## src/rtl/uart_pkg.sv

```systemverilog
// Shared types and constants for the parameterised UART transmitter.
// The parity state exists only when UART_TX_PARITY_EN is defined.
package uart_pkg;

    typedef enum logic [2:0] {
        StIdle,
        StStart,
        StData,
`ifdef UART_TX_PARITY_EN
        StParity,
`endif
        StStop
    } tx_state_e;

    localparam logic [1:0] PAR_NONE = 2'b00;
    localparam logic [1:0] PAR_EVEN = 2'b01;
    localparam logic [1:0] PAR_ODD  = 2'b10;

endpackage

```

## src/rtl/uart_baud_gen.sv

```systemverilog
// Bit-period timer: tick on the last clock of every DIV-clock bit, pre_tick one clock earlier.
// clr restarts the period synchronously.
module uart_baud_gen #(
    parameter int unsigned DIV = 16
) (
    input  logic clk,
    input  logic rst,
    input  logic clr,
    output logic tick,
    output logic pre_tick
);

    localparam int unsigned CW = (DIV > 1) ? $clog2(DIV) : 1;
    localparam logic [CW-1:0] CntLast = CW'(DIV - 1);
    localparam logic [CW-1:0] CntPreLast = CW'((DIV >= 2) ? (DIV - 2) : 0);

    if (DIV < 2) begin : g_bad_div
        $error("uart_baud_gen: DIV must be at least 2");
    end

    logic [CW-1:0] cnt_q, cnt_d;

    assign tick     = (cnt_q == CntLast);
    assign pre_tick = (cnt_q == CntPreLast);

    always_comb begin
        cnt_d = cnt_q + 1'b1;
        if (clr || tick) begin
            cnt_d = '0;
        end
    end

    always_ff @(posedge clk or posedge rst) begin
        if (rst) begin
            cnt_q <= '0;
        end else begin
            cnt_q <= cnt_d;
        end
    end

endmodule

```

## src/rtl/uart_tx_param.sv

```systemverilog
// Parameterised UART transmitter: start, DATA_BITS payload LSB first, optional parity, stop bits.
// Parity support is compiled in with UART_TX_PARITY_EN; otherwise parity_mode is ignored.
module uart_tx_param
    import uart_pkg::*;
#(
    parameter int unsigned CLK_HZ    = 50000000,
    parameter int unsigned BAUD      = 115200,
    parameter int unsigned DATA_BITS = 8,
    parameter int unsigned STOP_BITS = 1
) (
    input  logic                 clk,
    input  logic                 rst,
    input  logic                 tx_valid,
    output logic                 tx_ready,
    input  logic [DATA_BITS-1:0] tx_data,
    input  logic [1:0]           parity_mode,
    output logic                 tx,
    output logic                 tx_busy,
    output logic                 tx_done
);

    localparam int unsigned DIV = CLK_HZ / BAUD;
    localparam int unsigned BW  = $clog2(DATA_BITS + 1);
    localparam logic [BW-1:0] DataLast = BW'(DATA_BITS - 1);
    localparam logic [BW-1:0] StopLast = BW'(STOP_BITS - 1);

    if (DATA_BITS < 5 || DATA_BITS > 9) begin : g_bad_data_bits
        $error("uart_tx_param: DATA_BITS must be 5..9");
    end
    if (STOP_BITS < 1 || STOP_BITS > 2) begin : g_bad_stop_bits
        $error("uart_tx_param: STOP_BITS must be 1 or 2");
    end

    tx_state_e            state_q, state_d;
    logic [DATA_BITS-1:0] data_q, data_d;
    logic [BW-1:0]        bit_q, bit_d;
    logic                 tx_q, tx_d;
    logic                 ready_q, ready_d;
    logic                 busy_q, busy_d;
    logic                 done_q, done_d;
    logic                 tick;
    logic                 pre_tick;

`ifdef UART_TX_PARITY_EN
    logic par_en_q, par_en_d;
    logic par_bit_q, par_bit_d;
`else
    logic [1:0] unused_parity_mode;
    assign unused_parity_mode = parity_mode;
`endif

    // The timer is held clear while idle so every frame starts on a fresh bit period.
    uart_baud_gen #(
        .DIV (DIV)
    ) u_baud_gen (
        .clk      (clk),
        .rst      (rst),
        .clr      (state_q == StIdle),
        .tick     (tick),
        .pre_tick (pre_tick)
    );

    always_comb begin
        state_d = state_q;
        data_d  = data_q;
        bit_d   = bit_q;
        tx_d    = tx_q;
        done_d  = 1'b0;
`ifdef UART_TX_PARITY_EN
        par_en_d  = par_en_q;
        par_bit_d = par_bit_q;
`endif

        case (state_q)
            StIdle: begin
                tx_d = 1'b1;
                if (tx_valid && ready_q) begin
                    state_d = StStart;
                    data_d  = tx_data;
                    bit_d   = '0;
                    tx_d    = 1'b0;
`ifdef UART_TX_PARITY_EN
                    par_en_d  = (parity_mode == PAR_EVEN) || (parity_mode == PAR_ODD);
                    par_bit_d = (parity_mode == PAR_ODD) ? ~(^tx_data) : (^tx_data);
`endif
                end
            end
            StStart: begin
                if (tick) begin
                    state_d = StData;
                    bit_d   = '0;
                    tx_d    = data_q[0];
                end
            end
            StData: begin
                if (tick) begin
                    if (bit_q == DataLast) begin
                        bit_d = '0;
`ifdef UART_TX_PARITY_EN
                        if (par_en_q) begin
                            state_d = StParity;
                            tx_d    = par_bit_q;
                        end else begin
                            state_d = StStop;
                            tx_d    = 1'b1;
                        end
`else
                        state_d = StStop;
                        tx_d    = 1'b1;
`endif
                    end else begin
                        data_d = data_q >> 1;
                        bit_d  = bit_q + 1'b1;
                        tx_d   = data_q[1];
                    end
                end
            end
`ifdef UART_TX_PARITY_EN
            StParity: begin
                if (tick) begin
                    state_d = StStop;
                    bit_d   = '0;
                    tx_d    = 1'b1;
                end
            end
`endif
            StStop: begin
                tx_d = 1'b1;
                // Registered pulse: raise it one clock early so it lands on the final clock.
                if (bit_q == StopLast && pre_tick) begin
                    done_d = 1'b1;
                end
                if (tick) begin
                    if (bit_q == StopLast) begin
                        state_d = StIdle;
                        bit_d   = '0;
                    end else begin
                        bit_d = bit_q + 1'b1;
                    end
                end
            end
            default: begin
                state_d = StIdle;
                tx_d    = 1'b1;
            end
        endcase

        ready_d = (state_d == StIdle);
        busy_d  = (state_d != StIdle);
    end

    always_ff @(posedge clk or posedge rst) begin
        if (rst) begin
            state_q <= StIdle;
            data_q  <= '0;
            bit_q   <= '0;
            tx_q    <= 1'b1;
            ready_q <= 1'b1;
            busy_q  <= 1'b0;
            done_q  <= 1'b0;
        end else begin
            state_q <= state_d;
            data_q  <= data_d;
            bit_q   <= bit_d;
            tx_q    <= tx_d;
            ready_q <= ready_d;
            busy_q  <= busy_d;
            done_q  <= done_d;
        end
    end

`ifdef UART_TX_PARITY_EN
    always_ff @(posedge clk or posedge rst) begin
        if (rst) begin
            par_en_q  <= 1'b0;
            par_bit_q <= 1'b0;
        end else begin
            par_en_q  <= par_en_d;
            par_bit_q <= par_bit_d;
        end
    end
`endif

    assign tx       = tx_q;
    assign tx_ready = ready_q;
    assign tx_busy  = busy_q;
    assign tx_done  = done_q;

endmodule

```

## config.mk

```make
export PLATFORM = sky130hd
export DESIGN_NAME = uart_tx_param
export DESIGN_NICKNAME = d
export VERILOG_FILES = /design/src/rtl/uart_pkg.sv /design/src/rtl/uart_baud_gen.sv /design/src/rtl/uart_tx_param.sv
export SDC_FILE = /design/constraint.sdc
export NUM_CORES = 1
export LEC_CHECK = 0
export BUFFER_PORTS_ARGS = -buffer_cell sky130_fd_sc_hd__buf_2
export CAP_MARGIN = 25
export CORE_MARGIN = 2
export CORE_UTILIZATION = 45
export DETAILED_ROUTE_END_ITERATION = 16
export GPL_ROUTABILITY_DRIVEN = 0
export SYNTH_ARGS = -nofsm -noshare
export SYNTH_HDL_FRONTEND = slang
export SYNTH_SLANG_ARGS = --single-unit
```

## constraint.sdc

```tcl
create_clock -name clk -period 2.75 [get_ports clk]
set_clock_uncertainty 0.1 [all_clocks]
set_input_delay 0.55 -clock clk [delete_from_list [all_inputs] [get_ports clk]]
set_output_delay 0.55 -clock clk [all_outputs]
set_load 0.02 [all_outputs]
```

## Yosys cells after proc, flatten, opt, wreduce, memory -nomap -nowiden

Cells that the tools add are included.

- Reductions and logical operators: 12
- Muxes and demuxes: 26
- Eq/ne operators: 11
- $add $sub $neg: 2

Operator list:

| kind | number |
|---|---|
| $mux W4 | 6 |
| $mux W8 | 3 |
| $eq A9 B9 Y1 const B | 2 |
| $mux W3 | 6 |
| $pmux W4 S4 | 1 |
| $pmux W8 S2 | 1 |
| $pmux W3 S4 | 1 |
| $add A9 B1 Y9 const B | 1 |
| $mux W9 | 1 |
| $eq A3 B2 Y1 const B | 2 |
| $logic_not A3 Y1 | 2 |
| $mux W1 | 6 |
| $ne A2 B1 Y1 const B | 3 |
| $reduce_and A5 Y1 | 1 |
| $add A4 B1 Y4 const B | 1 |
| $eq A4 B3 Y1 const B | 1 |
| $logic_not A4 Y1 | 1 |
| $ne A2 B2 Y1 const B | 2 |
| $reduce_and A4 Y1 | 1 |
| $reduce_bool A4 Y1 | 1 |
| $eq A3 B1 Y1 const B | 1 |
| $pmux W1 S3 | 1 |
| $reduce_bool A3 Y1 | 1 |
| $logic_and A1 B1 Y1 | 2 |
| other kinds (3) | 3 |

- Register bits after elaboration: 28
- Logic and storage cells: 59
- Input port bits: 13

## Depth between registers and ports, before layout

Gate-level depths: netlist (run 1).

- Word-level depth: 5
- Gate-level depth with buffers: 6
- Gate-level depth less buffers: 6

## Cells and area by module

Synthesis (run 1) repeated with hierarchy kept, for this count alone.

- Cells, all modules: 159
- Area, all modules: 1614.0 sq um

Modules (own cells, without submodules):

| module | area an instance (sq um) | instances | cells an instance |
|---|---|---|---|
| uart_tx_param | 1116.1 | 1 | 110 |
| uart_baud_gen | 498.0 | 1 | 49 |

## Worst setup path before layout (run 1)

OpenSTA, ideal clock, no wires.

- Kind: reg-to-reg
- Start point: register bit_q[0]
- End point: register bit_q[3]
- Arrival time: 1.621 ns
- Setup time: 0.124 ns
- Stages on the path, launching flop included: 7
- Period minus slack after synthesis: 1.845 ns
- Required time: 2.526 ns
- Setup slack: 0.905 ns
- Path buffers: 0
- Cell sequence: dfrtp_1 -> inv_1 -> ha_1 -> or3b_2 -> a2bb2oi_1 -> nor2_1 -> a211o_1

- Longest elaborated chain between the ends: 4

Ends and longest elaborated chain:

| element | line | RTL |
|---|---|---|
| start: declaration | uart_tx_param.sv:36 | `logic [BW-1:0] bit_q, bit_d;` |
| start signal: assignment | uart_tx_param.sv:164 | `bit_q <= bit_d;` |
| $add A4 B1 Y4 (tied with other cells) | uart_tx_param.sv:113, uart_tx_param.sv:138 |  |
| $mux W4 (on tied branches) | uart_tx_param.sv:134, uart_tx_param.sv:97 |  |
| $mux W4 (on tied branches) | uart_tx_param.sv:133, uart_tx_param.sv:96 |  |
| $pmux W4 S4 * | uart_tx_param.sv:74 | `case (state_q)` |

Every way passes the cells marked *; elsewhere a longest branch is shown, timed or not. The select of a mux whose other input is x is not followed.
A chain may end at the register's enable or synchronous reset.

## Final worst setup path (run 1)

- Start point: register state_q[1]
- End point: register data_q[6]

- Longest elaborated chain between the ends: 3

Ends and longest elaborated chain:

| element | line | RTL |
|---|---|---|
| start: declaration | uart_tx_param.sv:34 | `tx_state_e state_q, state_d;` |
| start signal: assignment | uart_tx_param.sv:154 | `state_q <= StIdle;` |
| start signal: assignment | uart_tx_param.sv:162 | `state_q <= state_d;` |
| $eq A3 B2 Y1 or $logic_not A3 Y1 (tied branches) | uart_tx_param.sv:74 |  |
| $ne A2 B1 Y1 (no line) (tied with other cells) | n/a |  |
| $reduce_and A4 Y1 (no line) | n/a |  |
| end signal: assignment | uart_tx_param.sv:163 | `data_q <= data_d;` |
| end: declaration | uart_tx_param.sv:35 | `logic [DATA_BITS-1:0] data_q, data_d;` |

Several ways; a longest one is shown, not always the timed one.

==> results_dict.tcl, run 1 <==
set metrics [dict create \
    synth-edff-count 0 \
    die_h_um 62.8 \
    avgViaCountPerCell 5.18 \
    fin_crit_ns 2.08 \
    ys_seq_elements 28 \
    ys_warn_count 0 \
    coreArea_mm2 0.00334 \
    syn_nets 178 \
    powerDensity_mw_per_mm2 564 \
    cp-end-kind "flop" \
    slowest_stage "dfrtp_1" \
    multi_input_area_um2 787 \
    holdBufCountCts 0 \
    clock_path_buffers 2 \
    crit_type "flop to flop" \
    postCtsSetupRepairBufs 0 \
    p_switching_w 0.000260 \
    start_kind "flop" \
    slew_headroom_pct 29.4 \
    cts_buffers 3 \
    grt_setup_unrepaired "false" \
    period_share_pct 75.8 \
    switching_share_pct 26.9 \
    fmax_mhz 480 \
    worst_path_largest_cell_delay_ns 0.59 \
    final_antenna_net_count 0 \
    cts.sink_count 28 \
    initial_core_util_pct 46.6 \
    seq_area_um2 703 \
    required_ns 2.88 \
    grt_pass1_vias 1115 \
    fillers 330 \
    overflow 0 \
    worstPathMaxFanout 12 \
    final-hold-violation-count 0 \
    synth-main-ff-cell "dfrtp_1" \
    clk_latency_ns 0.33 \
    synthTopCellsByArea "dfrtp_1 42%, nand2_1 5.8%, mux2_2 5.1%, nor2_1 4.3%, ha_1 4.0%" \
    avgSynthCellArea_um2 9.73 \
    outcome "finished clean" \
    dr.pass1.iters 4 \
    finalNetCount 194 \
    port_buffers 14 \
    synth_top_area_share_pct 41.8 \
    postSynth.asyncResetShare_pct 100 \
    yosys-top-cells-count "26 x dfrtp_1, 24 x nand2_1, 18 x nor2_1" \
    htreeDepth 1 \
    final-max-slew-violation-count 0 \
    drt_iter0_markers 30 \
    cap_violations 0 \
    ioPinCount 17 \
    clk_pin_slew_ns 0.16 \
    intPower_w 0.000706 \
    grt_max_degree 29 \
    p_comb_share_pct 17.4 \
    final_layout_size_suffix_gt1_share_pct 20.6 \
    finalWirelength_um 2720 \
    ir_drop_mv 0.295 \
    worst_pin_slew_ns 1.05 \
    post-route-util_pct 51.3 \
    place.detailed.hpwl_um 2030 \
    grt_pass1_wl_um 4860 \
    clkPwrFrac_pct 27.9 \
    setup_tns_ns 0 \
    cts-resized-gates 0 \
    syn2layout_area_growth_pct 9.97 \
    antenna_found_initial 0 \
    vias 1144 \
    synth-seq-area-share_pct 45.2 \
    post_synth_num_cell_types 39 \
    synth_area_mm2 0.00156 \
    num_rows 21 \
    routedWlPerCell_um 12.3 \
    dieArea_mm2 0.00395 \
    drc 0 \
    power_frac_seq_pct 54.7 \
    grtUsageTotal_pct 15.3 \
    crit_chain "or3b_4 -> nor2_4 -> a2bb2oi_4 -> mux2_2" \
    hold_path.class "input pin to async pin" \
    yosysTopAreaCell "dfrtp_1" \
    postSynthCellCount 160 \
    p_leak_nw 0.794 \
    n_antenna_cell 0 \
    setup_viol 0 \
    dieWidth_um 62.8 \
    cts-root-buf "clkbuf_4" \
    synth.most_common_cell "dfrtp_1" \
    critPathArrivalTime_ns 2.22 \
    cts_tree "yes" \
]
-- per-layer routing --
layer / GRT usage (%) / share of wire (%) / vias to the layer above / routed length, um
li1: - / - / 573 / -
met5: 0 / 0 / - / 0
met3: 2.70 / 2.5 / 2 / 68
met2: 26.1 / 48 / 18 / 1300
met1: 19.6 / 49 / 551 / 1330
met4: 5.00 / 0.84 / 0 / 23
-- worst max-delay path, delay by kind of cell (launching register included) --
| kind | cells | cell delay [ns] |
|---|---|---|
| AO/OA/AOI/OAI | 1 | 0.26 |
| AND/OR/NAND/NOR | 2 | 0.67 |
| flip-flops | 1 | 0.59 |
| multiplexers | 1 | 0.37 |
-- logic make-up (layout without fill, tap and decap cells) --
kind of cell             count (synthesis)  after routing  synth area share (%)
adder cells (fa/ha/maj)                  5              5                  4.02
XOR/XNOR                                 8              8                  4.50
AO/OA/AOI/OAI                           22             22                  9.81
multiplexers                             9              9                  6.43
other                                    1              1                 0.241
buffers and inverters                   13             28                  4.26
AND/OR/NAND/NOR                         74             74                  25.6
flip-flops                              28             28                  45.2
-- power by group through the flow --
stage,Clock (W),Combinational (W),Sequential (W)
after global placement,0,0.000165,0.000534
after CTS,0.000280,0.000171,0.000529
after detailed placement,0,0.000170,0.000538
after floorplan,0,0.000134,0.000529
final,0.000269,0.000168,0.000528
after global routing,0.000301,0.000193,0.000538
-- final timing paths --
check                           startpoint   endpoint  slack (ns)  depth (start not counted)
worst max-delay path            state_q[1]  data_q[6]        0.67                          4
worst min-delay path                   rst  data_q[3]        0.15                          3
worst min register to register   data_q[4]  data_q[4]        0.41                          1
max in group asynchronous              rst   tx_ready        2.09                          3
worst max register to register  state_q[1]  data_q[6]        0.67                          4
min in group clk                tx_data[7]  data_q[7]        0.36                          3
-- final cells by class --
cell class | count | area share [%]
multi-input cells | 119 | 46.0
flip-flops and latches | 28 | 41.1
repair buffers | 15 | 4.53
clock buffers | 3 | 1.32
well taps | 46 | 3.36
inverters | 9 | 1.97
clock inverters | 1 | 1.75
-- registers in the layout, summed over array words and instances (netlist names) --
signal,cells
tx_ready,1
state_q,3
data_q,8
tx,1
u_baud_gen.cnt_q,9
tx_busy,1
tx_done,1
bit_q,4
-- layout by cell type, fill, tap and decap left out, types with 3 or more instances in the layout --
cell / count
dfrtp_1: 26
nand2_1: 24
nor2_1: 18
buf_2: 14
o21ai_0: 10
inv_1: 9
nand3_1: 8
mux2_2: 7
xnor2_1: 6
ha_1: 5
nand2b_1: 4
a21oi_1: 3
clkbuf_4: 3
-- per-stage QoR --
| stage | cell area, um^2 | hold WS, ns | power (W) | setup slack, ns | std cells |
|---|---|---|---|---|---|
| 2_1_floorplan | 1560 | 0.358 | 0.000663 | 0.905 | 160 |
| 3_3_place_gp | 1660 | 0.373 | 0.000699 | 0.722 | 217 |
| 3_5_place_dp | 1660 | 0.380 | 0.000708 | 0.694 | 217 |
| 4_1_cts | 1710 | 0.157 | 0.000980 | 0.674 | 221 |
| 5_1_grt | 1710 | 0.168 | 0.00103 | 0.523 | 221 |
| 6_report | 1710 | 0.154 | 0.000966 | 0.666 | 221 |
Power figures use the tool's default switching activity.
==> inputs of run 2 (changes only) <==
ABC_AREA = 1   (was unset)
PLACE_DENSITY = 0.66   (was unset)
clock period = 1.85 ns   (was 2.75 ns; I/O delays follow)
==> run 2 against run 1 <==
Compared with the run above:
- first-iteration DRC count is 110% higher
- flip-flop and latch count stayed put
- clock-buffer cell count is 1 higher
- synthesized cell count is 31% higher
- via count is 11% higher
- cell count is 24% higher
- utilization is 0.60 points higher
- critical path type unchanged
- largest power group unchanged
==> results_dict.tcl, run 2 <==
set metrics [dict create \
    final_layout_size_suffix_gt1_share_pct 17.5 \
    ir_drop_mv 0.345 \
    postCtsSetupRepairBufs 0 \
    synth_area_mm2 0.00157 \
    n_antenna_cell 0 \
    htreeDepth 1 \
    grt_setup_unrepaired "false" \
    hold_path.class "input pin to flop" \
    holdBufCountCts 1 \
    drt_iter0_markers 63 \
    final_cell_mix "81 x nand2_1, 26 x dfrtp_1, 23 x inv_1, 18 x nor2_1, 14 x buf_2" \
    worstPathMaxFanout 14 \
    finalNetCount 248 \
    final_antenna_net_count 0 \
    synth-seq-area-share_pct 44.7 \
    clk_latency_ns 0.32 \
    setup_viol 0 \
    period_share_pct 85.1 \
    multi_input_area_um2 752 \
    powerDensity_mw_per_mm2 737 \
    synth-edff-count 0 \
    syn_nets 228 \
    final_common_cell "nand2_1" \
    start_kind "flop" \
    avgSynthCellArea_um2 7.48 \
    final-max-slew-violation-count 0 \
    die_h_um 63.1 \
    reg_top3 "u_baud_gen.cnt_q: 9 flops, data_q: 8 flops, bit_q: 4 flops" \
    required_ns 1.98 \
    synth_top_area_share_pct 41.4 \
    initial_core_util_pct 47.1 \
    fillers 324 \
    grt_pass1_wl_um 5060 \
    fin_crit_ns 1.57 \
    grt_max_degree 29 \
    final_area_mm2 0.00173 \
    fin_ws_ns 0.276 \
    place.detailed.hpwl_um 1960 \
    cts-root-buf "clkbuf_4" \
    p_leak_nw 0.954 \
    cts-resized-gates 0 \
    top_register "u_baud_gen.cnt_q" \
    cts.sink_count 28 \
    port_buffers 14 \
    rrSetupSlack_ns 0.28 \
    clk_pin_slew_ns 0.14 \
    ys_warn_count 0 \
    post_synth_num_cell_types 28 \
    synth-main-ff-cell "dfrtp_1" \
    vias 1265 \
    grt_pass1_vias 1192 \
    coreArea_mm2 0.00334 \
    setup_tns_ns 0 \
    overflow 0 \
    cp-end-kind "flop" \
    drc 0 \
    holdWs_ns 0.182 \
    ioPinCount 17 \
    seq_area_um2 703 \
    synthTopCellsByArea "dfrtp_1 41%, nand2_1 19%, inv_1 5.5%, nor2_1 4.3%, ha_1 4.0%" \
    antenna_found_initial 0 \
    critPathArrivalTime_ns 1.71 \
    place_ws_ns 0.288 \
    yosysTopAreaCell "dfrtp_1" \
    synth.most_common_cell "nand2_1" \
    num_rows 21 \
    avgViaCountPerCell 4.60 \
    dieWidth_um 63.1 \
    postSynth.asyncResetShare_pct 100 \
    largest_register_ffs 9 \
    cts_tree "yes" \
    fmax_mhz 635 \
    outcome "finished clean" \
    cts_buffers 3 \
    fin_cells 275 \
    postSynthCellCount 210 \
    crit_type "flop to flop" \
    grtUsageTotal_pct 15.8 \
    place_area_mm2 0.00170 \
    yosys-top-cells-count "81 x nand2_1, 26 x dfrtp_1, 23 x inv_1" \
    cap_violations 0 \
    ys_seq_elements 28 \
    dpl.cell_count 270 \
    syn2layout_area_growth_pct 10.2 \
    final-hold-violation-count 0 \
    routedWlPerCell_um 9.57 \
    dieArea_mm2 0.00398 \
    clock_path_buffers 2 \
    dr.pass1.iters 4 \
    finalWirelength_um 2630 \
]
[run 2: cell types whose count changed in the layout (fill, tap and decap cells not counted), sizes merged, moves of 4 or more]
cell	before	now
mux2	8	0
nand2	24	89
xnor2	6	1
nand2b	4	0
inv	9	26
nor2	19	23
[run 2: final timing paths]
check / from / endpoint / cells after the start
setup reg to reg: state_q[2] / data_q[2] / 8
hold reg to reg: tx / tx / 2
max in group asynchronous: rst / tx / 4
min in group asynchronous: rst / u_baud_gen.cnt_q[2] / 4
setup / recovery: state_q[2] / data_q[2] / 8
hold / removal: tx_data[7] / data_q[7] / 3
[run 2: logic make-up (layout without fill, tap and decap cells)]
family / after synthesis / after routing / share of synthesized area (%)
AOI/OAI and AO/OA: 13 / 13 / 4.46
other: 1 / 1 / 0.239
adders and majority gates: 5 / 5 / 3.98
xor gates and xnor gates: 2 / 2 / 1.11
DFF: 28 / 28 / 44.7
and+or+nand+nor: 133 / 133 / 38.1
buffers and inverters: 28 / 47 / 7.40
[run 2: per-layer routing]
layer	routed length, um	track usage [%]	up-vias
li1	-	-	688
met1	1360	21.6	561
met2	1180	25.5	12
met3	56	2.32	4
met4	39	6.11	0
met5	0	0	-
[run 2: cell type report]
class,count,share of cell area (%)
timing repair buffer,16,5.06
clock buffer,4,1.52
inverter,27,6.07
multi-input combinational,154,43.4
sequential,28,40.6
tap,46,3.32
[run 2: per-stage QoR]
step	total power, W	util (%)
after floorplan	0.000965	-
after global placement	0.00103	50.8
after CTS	0.00130	51.9
after global routing	0.00140	51.9
final	0.00128	51.9
after detailed placement	0.00103	50.8
[run 2: worst max-delay path, stage by stage (launching register included)]
cell	delay, ns
dfrtp_1	0.46
nor2_2	0.19
nand2_4	0.16
clkinv_2	0.15
nand2_2	0.09
nand2_4	0.15
inv_4	0.07
nand2_1	0.06
nand2_1	0.05
[run 2: power breakdown]
group / internal [W] / switching (W) / total (W)
clock: 0.0000845 / 0.000173 / 0.000257
sequential: 0.000705 / 0.0000595 / 0.000764
combinational: 0.000102 / 0.000152 / 0.000254
==> inputs of run 3 (changes only) <==
CORE_UTILIZATION = 52   (was 45)
PLACE_DENSITY = 0.75   (was 0.66)
==> run 3 against run 2 <==
Compared with the run above:
- die area down 13%
- cell count is 5.5% lower
- global-route usage increased by 1.9 points
- clock power fell by 2%
- utilization is 9.2 points higher
- sequential power grew 0.7%
- combinational power hardly changed
- worst setup slack improved by 0.012 ns
- first-iteration DRC count decreased by 38%
- sequential share of layout area is 0.44 points higher
- maximum frequency increased by 0.76%
==> results_dict.tcl, run 3 (synthesis results as in run 2) <==
set metrics [dict create \
    outcome "finished clean" \
    largest_register_ffs 9 \
    dieWidth_um 59.0 \
    cts-resized-gates 0 \
    min_path_cells 3 \
    cts.sink_count 28 \
    finalNetCount 248 \
    final_cell_mix "81 x nand2_1, 26 x dfrtp_1, 23 x inv_1, 18 x nor2_1, 14 x buf_2" \
    postCtsSetupRepairBufs 0 \
    clk_pin_slew_ns 0.14 \
    power_frac_seq_pct 60.4 \
    initial_core_util_pct 56.0 \
    htreeDepth 1 \
    grtUsageTotal_pct 17.8 \
    final_area_mm2 0.00171 \
    powerDensity_mw_per_mm2 744 \
    required_ns 2.02 \
    drc 0 \
    syn2layout_area_growth_pct 9.00 \
    dr.pass1.iters 5 \
    clkPwrFrac_pct 19.8 \
    dieArea_mm2 0.00348 \
    grt_pass1_vias 1111 \
    antenna_found_initial 0 \
    p_switching_w 0.000382 \
    cpMostUsedCell "nand2_1" \
    crit_type "flop to flop" \
    final_layout_size_suffix_gt1_share_pct 17.5 \
    cts_buffers 3 \
    overflow 0 \
    clock_path_buffers 2 \
    ir_drop_mv 0.361 \
    crit_chain "inv_1 -> ha_1 -> nand2_1 -> nor2_1 -> nand2_2 -> nand2_2 -> nand2_4 -> inv_4 -> nand2_1 -> nand2_1" \
    grt_max_degree 29 \
    intPower_w 0.000892 \
    n_antenna_cell 0 \
    num_rows 19 \
    cp-end-kind "flop" \
    fin_cells 260 \
    slowest_stage "dfrtp_1" \
    fin_crit_ns 1.56 \
    cts-root-buf "clkbuf_4" \
    final_common_cell "nand2_1" \
    switching_share_pct 30.0 \
    p_leak_nw 0.954 \
    fmax_mhz 640 \
    routedWlPerCell_um 9.80 \
    critPathArrivalTime_ns 1.73 \
    place.detailed.hpwl_um 1940 \
    reg_top3 "u_baud_gen.cnt_q: 9 flops, data_q: 8 flops, bit_q: 4 flops" \
    r2r_cells 10 \
    setup_tns_ns 0 \
    hold_path.class "input pin to flop" \
    finalWirelength_um 2550 \
    top_register "u_baud_gen.cnt_q" \
    ioPinCount 17 \
    coreArea_mm2 0.00281 \
    cap_violations 0 \
    grt_setup_unrepaired "false" \
    final_antenna_net_count 0 \
    place_area_mm2 0.00168 \
    total_power_w 0.00127 \
    dpl.cell_count 255 \
    final-max-slew-violation-count 0 \
    cts_tree "yes" \
    port_buffers 14 \
    post-route-util_pct 61.1 \
    start_kind "flop" \
    avgViaCountPerCell 4.67 \
    holdBufCountCts 1 \
    p_comb_share_pct 19.8 \
    drt_iter0_markers 39 \
    setup_viol 0 \
    period_share_pct 84.4 \
    grt_pass1_wl_um 4750 \
    die_h_um 59.0 \
    final-hold-violation-count 0 \
    worst_path_largest_cell_delay_ns 0.43 \
    clk_latency_ns 0.32 \
    vias 1215 \
    worstPathMaxFanout 10 \
]
-- run 3: cell type report --
class	instances	area, um^2
Inverter	27	105
Sequential cell	28	703
Timing Repair Buffer	16	87.6
Fill cell	263	1090
Multi-Input combinational cell	154	752
Tap cell	31	38.8
Clock buffer	4	26.3
-- run 3: metrics by stage --
| stage | setup WS (ns) | hold WS, ns |
|---|---|---|
| 2_1_floorplan | 0.468 | 0.334 |
| 4_1_cts | 0.264 | 0.162 |
| 5_1_grt | 0.128 | 0.188 |
| 3_5_place_dp | 0.292 | 0.353 |
| 3_3_place_gp | 0.318 | 0.348 |
| 6_report | 0.288 | 0.180 |
-- run 3: path summary, 6_finish.rpt --
path	from	to	slack, ns
max	u_baud_gen.cnt_q[1]	data_q[5]	0.29
min	tx_data[7]	data_q[7]	0.18
max reg2reg	u_baud_gen.cnt_q[1]	data_q[5]	0.29
min reg2reg	tx	tx	0.38
max in group asynchronous	rst	tx_ready	0.82
min in group asynchronous	rst	u_baud_gen.cnt_q[5]	0.53
-- run 3: critical path, delay by kind of cell, from the launching register on --
kind                       cells  cell delay, ns
and+or+nand+nor                7            0.66
adders and majority gates      1            0.14
buffers and inverters          2            0.18
DFF                            1            0.43
-- run 3: power by group through the flow --
stage	clock network [W]	registers [W]	logic, W
2_1_floorplan	0	0.000780	0.000185
3_3_place_gp	0	0.000779	0.000251
3_5_place_dp	0	0.000781	0.000253
4_1_cts	0.000275	0.000769	0.000256
5_1_grt	0.000281	0.000781	0.000300
6_report	0.000253	0.000769	0.000252
-- run 3: routing by layer --
layer / vias up / wire length (um) / global-route usage, %
met5: - / 0 / 0
met4: 0 / 28 / 5.84
met3: 4 / 83 / 2.18
met2: 20 / 1080 / 27.6
met1: 507 / 1350 / 25.9
li1: 684 / - / -
